**config.mk**
```make
export PLATFORM = sky130hd
export DESIGN_NAME = trap_epc_stack
export DESIGN_NICKNAME = d
export VERILOG_FILES = /design/src/rtl/trap_epc_stack.sv
export SDC_FILE = /design/constraint.sdc
export NUM_CORES = 1
export LEC_CHECK = 0
export ABC_AREA = 1
export CAP_MARGIN = 10
export CORE_ASPECT_RATIO = 0.5
export CORE_MARGIN = 5
export CORE_UTILIZATION = 60
export CTS_BUF_LIST = sky130_fd_sc_hd__clkbuf_2 sky130_fd_sc_hd__clkbuf_4 sky130_fd_sc_hd__clkbuf_8
export DETAILED_ROUTE_END_ITERATION = 10
export PLACE_DENSITY = 0.85
export SLEW_MARGIN = 20
export SYNTH_ARGS = -nofsm -noshare
export SYNTH_HDL_FRONTEND = slang
export SYNTH_SLANG_ARGS = --single-unit
```
**constraint.sdc**
```tcl
create_clock -name clk -period 6 [get_ports clk]
set_input_delay 1.5 -clock clk [delete_from_list [all_inputs] [get_ports clk]]
set_output_delay 1.5 -clock clk [all_outputs]
set_load 0.005 [all_outputs]
```
**src/rtl/trap_epc_stack.sv**
```systemverilog
// trap_epc_stack: LIFO of {exception PC, cause} entries for nested traps.
// A push stores the trapping PC, a return pops it, and a trap raised by the
// return instruction itself replaces the top entry. Refused pushes and pops
// raise sticky error flags, which clr_err clears.

`ifndef INSTRUCTION_DEPTH
`define INSTRUCTION_DEPTH 256
`endif

module trap_epc_stack #(
  parameter int PC_WIDTH    = $clog2(`INSTRUCTION_DEPTH),
  parameter int CAUSE_WIDTH = 4,
  parameter int DEPTH       = 4,
  parameter int LW          = $clog2(DEPTH + 1)
) (
  input  logic                   clk,
  input  logic                   rstn,
  input  logic                   trap_en,
  input  logic [PC_WIDTH-1:0]    trap_pc,
  input  logic [CAUSE_WIDTH-1:0] trap_cause,
  input  logic                   ret_en,
  input  logic                   clr_err,
  output logic [PC_WIDTH-1:0]    top_pc,
  output logic [CAUSE_WIDTH-1:0] top_cause,
  output logic [LW-1:0]          level,
  output logic                   empty,
  output logic                   full,
  output logic                   overflow,
  output logic                   underflow
);

  localparam int EW = PC_WIDTH + CAUSE_WIDTH;

  // Resolved stack operation for the current cycle.
  typedef enum logic [2:0] {
    OP_IDLE      = 3'd0,
    OP_PUSH      = 3'd1,
    OP_POP       = 3'd2,
    OP_REPLACE   = 3'd3,
    OP_OVERFLOW  = 3'd4,
    OP_UNDERFLOW = 3'd5
  } op_e;

  logic [EW-1:0] entry_r [DEPTH];
  logic [LW-1:0] level_r;
  logic          overflow_r;
  logic          underflow_r;

  op_e           op_s;
  logic          empty_s;
  logic          full_s;
  logic [LW-1:0] level_nxt_s;
  logic          wr_en_s;
  logic [LW-1:0] wr_idx_s;
  logic [EW-1:0] wr_data_s;
  logic          set_ovf_s;
  logic          set_udf_s;
  logic [LW-1:0] top_idx_s;
  logic [EW-1:0] top_entry_s;

  assign empty_s   = (level_r == LW'(0));
  assign full_s    = (level_r == LW'(DEPTH));
  assign wr_data_s = {trap_pc, trap_cause};

  // Classify the request pair against the current fill level.
  // A trap on the return itself replaces the top entry; on an empty stack
  // there is nothing to replace, so it degenerates to a plain push (DEPTH>=2
  // guarantees an empty stack is never full).
  always_comb begin
    op_s = OP_IDLE;
    case ({trap_en, ret_en})
      2'b10: begin
        if (full_s) begin
          op_s = OP_OVERFLOW;
        end else begin
          op_s = OP_PUSH;
        end
      end
      2'b01: begin
        if (empty_s) begin
          op_s = OP_UNDERFLOW;
        end else begin
          op_s = OP_POP;
        end
      end
      2'b11: begin
        if (empty_s) begin
          op_s = OP_PUSH;
        end else begin
          op_s = OP_REPLACE;
        end
      end
      default: op_s = OP_IDLE;
    endcase
  end

  // Derive write strobe, write index, next level and error events.
  // A pop only moves the level; the vacated entry keeps its old contents.
  always_comb begin
    level_nxt_s = level_r;
    wr_en_s     = 1'b0;
    wr_idx_s    = level_r;
    set_ovf_s   = 1'b0;
    set_udf_s   = 1'b0;
    case (op_s)
      OP_PUSH: begin
        wr_en_s     = 1'b1;
        wr_idx_s    = level_r;
        level_nxt_s = level_r + LW'(1);
      end
      OP_REPLACE: begin
        wr_en_s  = 1'b1;
        wr_idx_s = level_r - LW'(1);
      end
      OP_POP: begin
        level_nxt_s = level_r - LW'(1);
      end
      OP_OVERFLOW: begin
        set_ovf_s = 1'b1;
      end
      OP_UNDERFLOW: begin
        set_udf_s = 1'b1;
      end
      default: begin
        level_nxt_s = level_r;
      end
    endcase
  end

  // Level counter and sticky error flags; a new error beats clr_err.
  always_ff @(posedge clk) begin
    if (!rstn) begin
      level_r     <= '0;
      overflow_r  <= 1'b0;
      underflow_r <= 1'b0;
    end else begin
      level_r     <= level_nxt_s;
      overflow_r  <= set_ovf_s | (overflow_r & ~clr_err);
      underflow_r <= set_udf_s | (underflow_r & ~clr_err);
    end
  end

  // Entry storage; only the addressed entry is written on push/replace.
  always_ff @(posedge clk) begin
    for (int i = 0; i < DEPTH; i++) begin
      if (!rstn) begin
        entry_r[i] <= '0;
      end else if (wr_en_s && (wr_idx_s == LW'(i))) begin
        entry_r[i] <= wr_data_s;
      end
    end
  end

  // Select the top entry (index level-1) from registered state; 0 when empty.
  always_comb begin
    top_idx_s   = level_r - LW'(1);
    top_entry_s = '0;
    if (!empty_s) begin
      for (int i = 0; i < DEPTH; i++) begin
        top_entry_s = (top_idx_s == LW'(i)) ? entry_r[i] : top_entry_s;
      end
    end else begin
      top_entry_s = '0;
    end
  end

  assign top_pc    = top_entry_s[EW-1:CAUSE_WIDTH];
  assign top_cause = top_entry_s[CAUSE_WIDTH-1:0];
  assign level     = level_r;
  assign empty     = empty_s;
  assign full      = full_s;
  assign overflow  = overflow_r;
  assign underflow = underflow_r;

endmodule

```
==> summary.md, run 1 <==
| Metric | Value |
|---|---|
| Post-cts sizing count | `0` |
| DRC violation count after routing | `0` |
| Hold Fails Final Rpt | `0` |
| Adder-Cell Fraction of Synth Area | `2.59%` |
| Reg-to-reg slack, setup | `3.07 ns` |
| Pin count of the biggest net entering global routing | `25` |
| Worst Path Arrival | `3.08 ns` |
| Max_slew headroom | `46.7%` |
| Fmax | `218 MHz` |
| Largest family of logic cells by synthesized area | `simple AND/OR/NAND/NOR gates` |
| Synth warn | `0` |
| Final Wtd Congestion | `0.912` |
| Post-Synth XOR/XNOR Area | `0.303%` |
| Non-Filler Instances | `414` |
| Max-cap violations | `0` |
| Hpwl dp | `4.61 mm` |
| Drt initial violations | `148` |
| P_int | `700 uW` |
| Static Leak | `0.00143 uW` |
| # rows | `17` |
| Synth cell types | `29` |
| Pwr dens | `336 nW/um^2` |
| CTS root buf | `clkbuf_8` |
| Vias per cell | `5.55` |
| Initial antenna violation count | `0` |
| GRT Overall Usage | `21.3%` |
| Worst Tran Pin Value | `0.797 ns` |
| Cts hold-fix bufs | `0` |
| Share of cells above drive strength 1 | `8.91%` |
| Reg-to-reg startpoint | `level[0]` |
| Sw Share | `37.0%` |
| RSZ-0062 raised after global routing | `false` |
| CP Max Fanout | `17` |
| Post-Synthesis Cells | `321` |
| Post-route ant nets | `0` |
| WL/cell | `15.2 microns` |
| Area grow syn2layout | `14.3%` |
| Crit Path Class | `flop to primary output` |
| Status | `completed` |
| Reg2reg path depth | `9` |
| Die Area | `6400 sq um` |
| Worst setup SP type | `flop` |
| Hold Path Sink | `underflow` |
| Share of power burned in the clock network | `19.9%` |
| Reg clk slew, reported paths | `0.10 ns` |
| Logic pwr share | `36.9%` |
| Clk Latency, worst-skew pair | `0.32 ns` |
| Mux contribution to synthesized area | `0%` |
| Placed Cells | `406` |
| Congestion Overflow GR | `0` |
| Initial core utilization | `63.9%` |
| Share of power burned in registers | `43.2%` |
| Multi-input gate area | `1120 sq um` |
| Vias in the first global route | `2234` |
| Psw | `411 uW` |
| CTS tree | `yes` |
| Syn Nets | `344` |
| Slew Viols, Final | `0` |
| Area fraction in compound gates after synthesis | `6.18%` |
| Asr flop ratio synth | `0%` |
| Die width | `108 microns` |
| Sequential share of the synthesized area | `53.3%` |
| Global-route wire length before repair | `10.4 mm` |
| Synth Area in Simple Gates | `29.6%` |
| Core area | `4530 sq um` |
| Hold depth | `2` |
| Drt first pass iters | `4` |
| Maximum vdd drop | `0.130 mV` |
| Setup TNS | `0 ns` |
| Ant. Diodes | `0` |
| # fillers | `332` |
| Reg2reg end | `entry_r[2][8]` |
| Post-CTS Setup Inserts | `0` |
| Worst Hold Class | `flop to flop` |
| Final core occ | `73.0%` |
| Tcrit/Tclk final | `76.4%` |
| H-tree level count | `2` |
| Critical path startpoint | `level[0]` |
| Top_reg_cell synth | `edfxtp_1` |
| Cts bufs inserted | `5` |
| Post-synth EDFFs | `48` |
| Clock sink count | `53` |
| Final clock skew | `0.00619 ns` |
| Tmin final | `4.58 ns` |
| Register Area | `1540 sq um` |
| Cell Area, Synth | `2890 sq um` |
| DIE HEIGHT | `59.1 microns` |
| Final setup vio count | `0` |
| WL final | `6.27 mm` |
| Number of synthesized register bits | `53` |
| Clk buf depth | `2` |
| HP Start | `underflow` |
| CP Data Required Time | `4.50 ns` |
| Worst Setup End Kind | `primary output` |
| Total power | `1110 uW` |
| Nets | `370` |
| Vias | `2296` |
| Io pins | `36` |
| Syn_area_per_cell | `9.02 sq um` |
| Port Buffers | `35` |
==> metal layers <==
layer | vias to the layer above | track usage [%] | wire, microns
li1 | 1114 | - | -
met1 | 1084 | 25.4 | 2650
met2 | 83 | 38.9 | 3110
met3 | 15 | 3.70 | 372
met4 | 0 | 8.99 | 140
met5 | - | 0 | 0
==> flip-flops by register name (all words and copies together) (netlist names) <==
name / cells
entry_r: 48
level: 3
overflow: 1
underflow: 1
==> cell type report <==
cell class | count | area share, %
sequential | 53 | 46.6
multi-input combinational | 223 | 33.8
timing repair buffer | 36 | 10.8
inverter | 28 | 3.29
tap | 66 | 2.50
clock buffer | 5 | 2.08
clock inverter | 3 | 0.870
==> metrics by stage <==
step                      hold WS (ns)  instance area (sq um)  setup slack (ns)
final                            0.481                   3310              1.42
after floorplan                  0.460                   2890              2.85
after CTS                        0.482                   3310              1.45
after detailed placement         0.467                   3210              1.82
after global placement           0.454                   3210              2.00
after global routing             0.519                   3310              1.18
==> power groups by stage <==
stage,Combinational (uW),Sequential [uW],Clock [uW]
2_1_floorplan,289,477,0
3_3_place_gp,390,483,0
6_report,410,480,221
5_1_grt,453,484,240
4_1_cts,409,479,223
3_5_place_dp,405,487,0
==> cell families (layout without fill, tap and decap cells) <==
kind of cell / Yosys count / in the layout
buf+inv: 45 / 72
fa+ha+maj: 6 / 6
xor+xnor: 1 / 1
flops: 53 / 53
compound gates: 33 / 33
simple gates: 183 / 183
==> synth_stat cells (2+ instances only) <==
library cell / instances / area (sq um)
nor2_1: 68 / 255
clkbuf_1: 2 / 7.51
nor2_2: 4 / 25.0
buf_6: 6 / 67.6
buf_1: 2 / 7.51
nand3_1: 18 / 90.1
nor3_1: 3 / 15.0
buf_4: 3 / 22.5
edfxtp_1: 48 / 1440
inv_1: 25 / 93.8
nand4_1: 12 / 75.1
buf_2: 4 / 20.0
nand2_4: 2 / 22.5
dfxtp_1: 5 / 100
o21ai_0: 15 / 75.1
ha_1: 6 / 75.1
a21oi_1: 16 / 80.1
nand2_2: 5 / 31.3
nand2_1: 64 / 240
nand4_2: 4 / 50.1
==> cell usage in the layout, fill, tap and decap left out, types with 6 or more instances in the layout <==
master,netlist,layout
nand2_1,64,64
a21oi_1,16,16
clkdlybuf4s50_1,0,35
edfxtp_1,48,48
ha_1,6,6
o21ai_0,15,15
inv_1,25,25
nand4_1,12,12
nor2_1,68,68
nand3_1,18,18
==> how the worst max path moves through the flow <==
stage / depth (start not counted) / to
2_1_floorplan: 11 / top_cause[0]
3_3_place_gp: 9 / top_pc[7]
3_5_place_dp: 9 / top_pc[3]
4_1_cts: 9 / top_pc[3]
5_1_grt: 9 / top_cause[1]
6_report: 9 / top_pc[7]
==> worst max-delay path, cell delays in order (launching register included) <==
cell and delay (ns):
dfxtp_1 0.50, inv_1 0.18, ha_1 0.26, inv_1 0.08
nand2_1 0.05, nand2_1 0.45, nand2_1 0.43, a21oi_1 0.30
nor2_1 0.06, clkdlybuf4s50_1 0.44
(Power assumes the default switching activity.)
==> inputs of run 2 (changes only) <==
--- a/config.mk
+++ b/config.mk
@@ -9,10 +9,10 @@
 export CAP_MARGIN = 10
 export CORE_ASPECT_RATIO = 0.5
 export CORE_MARGIN = 5
-export CORE_UTILIZATION = 60
+export CORE_UTILIZATION = 52
 export CTS_BUF_LIST = sky130_fd_sc_hd__clkbuf_2 sky130_fd_sc_hd__clkbuf_4 sky130_fd_sc_hd__clkbuf_8
 export DETAILED_ROUTE_END_ITERATION = 10
-export PLACE_DENSITY = 0.85
+export PLACE_DENSITY = 0.78
 export SLEW_MARGIN = 20
 export SYNTH_ARGS = -nofsm -noshare
 export SYNTH_HDL_FRONTEND = slang
==> constraint.sdc (replaced) <==
create_clock -name clk -period 3.92 [get_ports clk]
set_input_delay 0.98 -clock clk [delete_from_list [all_inputs] [get_ports clk]]
set_output_delay 0.98 -clock clk [all_outputs]
set_load 0.005 [all_outputs]
==> run 2 against run 1 <==
  * Design area up 0.45%
  * Worst setup slack worse by 1.2 ns
  * Routed wire length up 0.22%
  * Combinational power up 53%
  * Critical endpoint is now top_pc[5]
  * Largest cell class unchanged
  * Highest routed layer unchanged
==> summary.md, run 2 (synthesis results as in run 1) <==
| Metric | Value |
|---|---|
| Status | `completed` |
| WL/cell | `14.9 microns` |
| # fillers | `457` |
| Global-route wire length before repair | `10.7 mm` |
| Placed Cells | `414` |
| DIE HEIGHT | `62.8 microns` |
| Reg2reg end | `entry_r[3][4]` |
| Vias per cell | `5.37` |
| Reg-to-reg startpoint | `level[0]` |
| Die width | `116 microns` |
| Post-route ant nets | `0` |
| CP cell instances | `inv_1 > ha_1 > inv_1 > nand2_1 > nand2_1 > buf_6 > nand2_4 > nand2_1 > a21oi_1 > nor2_1 > clkdlybuf4s50_1` |
| Area post-placement | `3230 sq um` |
| Non-Filler Instances | `422` |
| Reg2reg path depth | `9` |
| Sw Share | `36.8%` |
| HP Start | `overflow` |
| H-tree level count | `2` |
| Pwr dens | `509 nW/um^2` |
| Final clock skew | `0.00693 ns` |
| P_int | `1070 uW` |
| Initial antenna violation count | `0` |
| Hold Fails Final Rpt | `0` |
| Pin count of the biggest net entering global routing | `29` |
| Core area | `5440 sq um` |
| Slowest Stage Delay on Critical Path | `0.51 ns` |
| Io pins | `36` |
| CP Max Fanout | `28` |
| Fin area | `3320 sq um` |
| Final Wtd Congestion | `0.927` |
| Share of cells above drive strength 1 | `9.17%` |
| Initial core utilization | `53.2%` |
| Clk Latency, worst-skew pair | `0.32 ns` |
| Hold depth | `2` |
| Tcrit/Tclk final | `94.4%` |
| CP Data Required Time | `2.94 ns` |
| Worst Setup End Kind | `primary output` |
| Biggest register | `entry_r` |
| Max_slew headroom | `61.9%` |
| Area grow syn2layout | `14.8%` |
| CP delay by family, top | `buffers and inverters` |
| Slowest cell on the critical path | `clkdlybuf4s50_1` |
| Hold Path Sink | `overflow` |
| Final setup vio count | `0` |
| Crit Path Class | `flop to primary output` |
| Commonest non-fill, non-tap cells in the layout | `68 x nor2_1, 63 x nand2_1, 48 x edfxtp_1` |
| Critical path buffers and inverters | `4` |
| Share of power burned in the clock network | `19.6%` |
| Setup TNS | `0 ns` |
| Hpwl dp | `4.63 mm` |
| Nets | `371` |
| Vias in the first global route | `2254` |
| Cts bufs inserted | `5` |
| Worst Path Arrival | `2.72 ns` |
| Fmax | `270 MHz` |
| Port Buffers | `35` |
| Worst Hold Class | `flop to flop` |
| Largest register FFs | `48` |
| Static Leak | `0.00143 uW` |
| Vias | `2268` |
| Drt first pass iters | `5` |
| Ant. Diodes | `0` |
| Drt initial violations | `199` |
| Post-CTS Setup Inserts | `0` |
| Slew Viols, Final | `0` |
| Tmin final | `3.70 ns` |
| Max-cap violations | `0` |
| Maximum vdd drop | `0.245 mV` |
| Most common cell after layout, fill and taps aside | `nor2_1` |
| Die Area | `7250 sq um` |
| CTS tree | `yes` |
| Psw | `622 uW` |
| WL final | `6.29 mm` |
| Congestion Overflow GR | `0` |
| Worst setup SP type | `flop` |
| Share of power burned in registers | `43.4%` |
| # rows | `19` |
| Clk buf depth | `2` |
| RSZ-0062 raised after global routing | `false` |
| Worst Tran Pin Value | `0.570 ns` |
| GRT Overall Usage | `18.8%` |
| DRC violation count after routing | `0` |
| CTS root buf | `clkbuf_8` |
| Reg clk slew, reported paths | `0.11 ns` |
| Logic pwr share | `37.1%` |
| CP dominant cell by count | `nand2_1` |
| Reg-to-reg slack, setup | `1.25 ns` |
| WHS | `0.477 ns` |
| Clock sink count | `53` |
| Final core occ | `61.0%` |
## run 2: changes by cell type in the layout (fill, tap and decap cells not counted), sizes merged
cell | before | now
buf | 1 | 2
clkinv | 2 | 3
inv | 29 | 28
## run 2: metal layers
| metal | GRT usage, % | share of wire [%] | up-vias |
|---|---|---|---|
| met1 | 23.8 | 43 | 1078 |
| met4 | 6.00 | 1.6 | 0 |
| met5 | 0 | 0 | - |
| li1 | - | - | 1110 |
| met2 | 31.9 | 51 | 66 |
| met3 | 4.16 | 5.1 | 14 |
## run 2: final cells by class
class / count / area [sq um] / area share, %
multi-input cells: 223 / 1120 / 33.7
repair buffers: 37 / 369 / 11.1
well taps: 73 / 91.3 / 2.75
flip-flops and latches: 53 / 1540 / 46.4
inverters: 28 / 109 / 3.28
clock inverters: 3 / 21.3 / 0.640
clock buffers: 5 / 68.8 / 2.07
## run 2: power groups by stage
stage,combinational (uW),sequential [uW],clock [uW]
after CTS,622,734,331
after global routing,702,741,356
after global placement,599,743,0
final,628,734,331
after detailed placement,620,747,0
after floorplan,442,730,0
## run 2: worst max-delay path by stage
| stage | start | end | slack [ns] | depth (start not counted) |
|---|---|---|---|---|
| after floorplan | level[0] | top_cause[0] | 1.29 | 11 |
| after global placement | level[0] | top_cause[2] | 0.61 | 10 |
| after detailed placement | level[0] | top_pc[2] | 0.40 | 10 |
| after CTS | level[0] | top_pc[2] | 0.05 | 10 |
| after global routing | level[0] | top_pc[3] | 0.02 | 11 |
| final | level[0] | top_pc[5] | 0.22 | 11 |
## run 2: worst register-to-register path: stages (launching register included)
cell and delay, ns:
dfxtp_1 0.49, inv_1 0.18, ha_1 0.34, nand2_1 0.13, inv_1 0.09, a21oi_4 0.25, inv_1 0.09, nor3_1 0.23
nand2_1 0.08, nand2_1 0.43
## run 2: repair_timing
action	in CTS	in global routing
endpoints found under the setup margin	0	12
hold endpoints to repair	0	0
gates resized for setup	0	2
hold buffers	0	0
## run 2: metrics by stage
step                setup WS [ns]  total power (uW)
finish                      0.220              1690
global route               0.0166              1800
CTS                        0.0455              1690
detailed placement          0.404              1370
global placement            0.608              1340
floorplan                    1.29              1170
==> inputs of run 3 (changes only) <==
--- a/config.mk
+++ b/config.mk
@@ -9,10 +9,11 @@
 export CAP_MARGIN = 10
 export CORE_ASPECT_RATIO = 0.5
 export CORE_MARGIN = 5
-export CORE_UTILIZATION = 52
+export CORE_UTILIZATION = 57
 export CTS_BUF_LIST = sky130_fd_sc_hd__clkbuf_2 sky130_fd_sc_hd__clkbuf_4 sky130_fd_sc_hd__clkbuf_8
 export DETAILED_ROUTE_END_ITERATION = 10
-export PLACE_DENSITY = 0.78
+export PLACE_DENSITY = 0.82
+export SKIP_CTS_REPAIR_TIMING = 1
 export SLEW_MARGIN = 20
 export SYNTH_ARGS = -nofsm -noshare
 export SYNTH_HDL_FRONTEND = slang
==> constraint.sdc (replaced) <==
create_clock -name clk -period 4.2 [get_ports clk]
set_input_delay 1.05 -clock clk [delete_from_list [all_inputs] [get_ports clk]]
set_output_delay 1.05 -clock clk [all_outputs]
set_load 0.005 [all_outputs]
==> run 3 against run 2 <==
  * Worst setup slack improved by 0.092 ns
  * Combinational power fell by 5.3%
  * Largest cell class unchanged
  * Global-route usage rose by 1.4 points
  * Clock power rose by 11%
==> summary.md, run 3 (synthesis results as in run 1) <==
| Metric | Value |
|---|---|
| Status | `completed` |
| CTS root buf | `clkbuf_8` |
| Crit Path Class | `flop to primary output` |
| Global-route wire length before repair | `10.7 mm` |
| Drt initial violations | `143` |
| Drt first pass iters | `5` |
| Max_slew headroom | `63.0%` |
| Congestion Overflow GR | `0` |
| Final clock skew | `0.00561 ns` |
| Hpwl dp | `4.77 mm` |
| Cts bufs inserted | `5` |
| Post-route ant nets | `0` |
| Final Wtd Congestion | `0.901` |
| Area grow syn2layout | `15.3%` |
| CP Data Required Time | `3.15 ns` |
| Worst Setup End Kind | `primary output` |
| GRT Overall Usage | `20.2%` |
| Multi-input gate area | `1120 sq um` |
| Largest register FFs | `48` |
| Ant. Diodes | `0` |
| Reg clk slew, reported paths | `0.10 ns` |
| # fillers | `382` |
| Register Area | `1540 sq um` |
| WL/cell | `15.7 microns` |
| Initial core utilization | `58.9%` |
| Worst Path Arrival | `2.84 ns` |
| Commonest non-fill, non-tap cells in the layout | `67 x nor2_1, 63 x nand2_1, 48 x edfxtp_1` |
| Share of cells above drive strength 1 | `9.48%` |
| Most common cell after layout, fill and taps aside | `nor2_1` |
| Worst setup SP type | `flop` |
| CP Max Fanout | `20` |
| Core area | `4910 sq um` |
| RSZ-0062 raised after global routing | `false` |
| Initial antenna violation count | `0` |
| Clk Latency, worst-skew pair | `0.31 ns` |
| Die width | `111 microns` |
| Slowest cell on the critical path | `clkdlybuf4s50_1` |
| Hold Fails Final Rpt | `0` |
| Io pins | `36` |
| Nets | `370` |
| Clock sink count | `53` |
| Final core occ | `67.9%` |
| Vias | `2327` |
| Fmax | `257 MHz` |
| Pwr dens | `494 nW/um^2` |
| Vias in the first global route | `2326` |
| Slowest Stage Delay on Critical Path | `0.51 ns` |
| Maximum vdd drop | `0.211 mV` |
| Worst Tran Pin Value | `0.554 ns` |
| Biggest register | `entry_r` |
| # rows | `18` |
| Final setup vio count | `0` |
| Tcrit/Tclk final | `92.6%` |
| Worst Hold Class | `flop to flop` |
| Static Leak | `0.00143 uW` |
| Die Area | `6690 sq um` |
| Slew Viols, Final | `0` |
| Setup TNS | `0 ns` |
| Critical path buffers and inverters | `4` |
| Vias per cell | `5.57` |
| Pin count of the biggest net entering global routing | `25` |
| CP delay by family, top | `buffers and inverters` |
| Max-cap violations | `0` |
| CTS tree | `yes` |
| Tmin final | `3.89 ns` |
| DIE HEIGHT | `60.4 microns` |
| CP cell instances | `inv_1 > ha_1 > inv_1 > nand2_1 > nand2_2 > buf_4 > nand4_1 > nand2_1 > a21oi_1 > nor2_1 > clkdlybuf4s50_1` |
| Port Buffers | `35` |
| WL final | `6.56 mm` |
| DRC violation count after routing | `0` |
| H-tree level count | `2` |
| Clk buf depth | `2` |
-- run 3: cell count changes in the layout (fill, tap and decap cells not counted) --
cell       delta
clkinv_1      -1
clkinv_4      -1
nor2_2        +1
inv_6         +1
buf_6         -1
nor2_1        -1
bufinv_16     +1
-- run 3: layer usage --
layer	global-route usage, %	routed length, microns
met5	0	0
met4	5.79	92
met3	5.08	431
met2	38.3	3420
met1	23.6	2620
-- run 3: cell type report --
class / count / area share (%)
Clock buffer: 5 / 2.06
Clock inverter: 3 / 1.43
Inverter: 28 / 3.26
Multi-Input combinational cell: 223 / 33.7
Sequential cell: 53 / 46.2
Tap cell: 70 / 2.63
Timing Repair Buffer: 36 / 10.7
-- run 3: where the power goes --
part | leakage (uW) | total (uW) | switching [uW] | internal (uW)
Clock | 0.0000591 | 368 | 186 | 182
Sequential | 0.000542 | 685 | 34.7 | 651
Combinational | 0.000832 | 595 | 369 | 225
Total | 0.00143 | 1650 | 590 | 1060
-- run 3: worst register-to-register path: cells and delay by family, from the launching register on --
family | cells | cell delay, ns
flops | 1 | 0.49
simple gates | 4 | 0.90
compound gates | 1 | 0.25
fa+ha+maj | 1 | 0.33
buf+inv | 3 | 0.36
-- run 3: worst paths after layout --
kind / cells past startpoint / slack (ns) / from / to
max: 11 / 0.31 / level[0] / top_cause[2]
max reg2reg: 9 / 1.51 / level[0] / entry_r[3][10]
min reg2reg: 2 / 0.48 / overflow / overflow
min: 2 / 0.48 / overflow / overflow
-- run 3: per-stage QoR --
step / power, uW / area, sq um / std cells / worst slack [ns] / hold WS, ns
after global routing: 1740 / 3340 / 418 / 0.0983 / 0.516
after floorplan: 1090 / 2890 / 321 / 1.50 / 0.460
after global placement: 1250 / 3210 / 410 / 0.722 / 0.454
after detailed placement: 1280 / 3210 / 410 / 0.556 / 0.459
after CTS: 1640 / 3330 / 418 / 0.209 / 0.473
final: 1650 / 3340 / 418 / 0.312 / 0.476
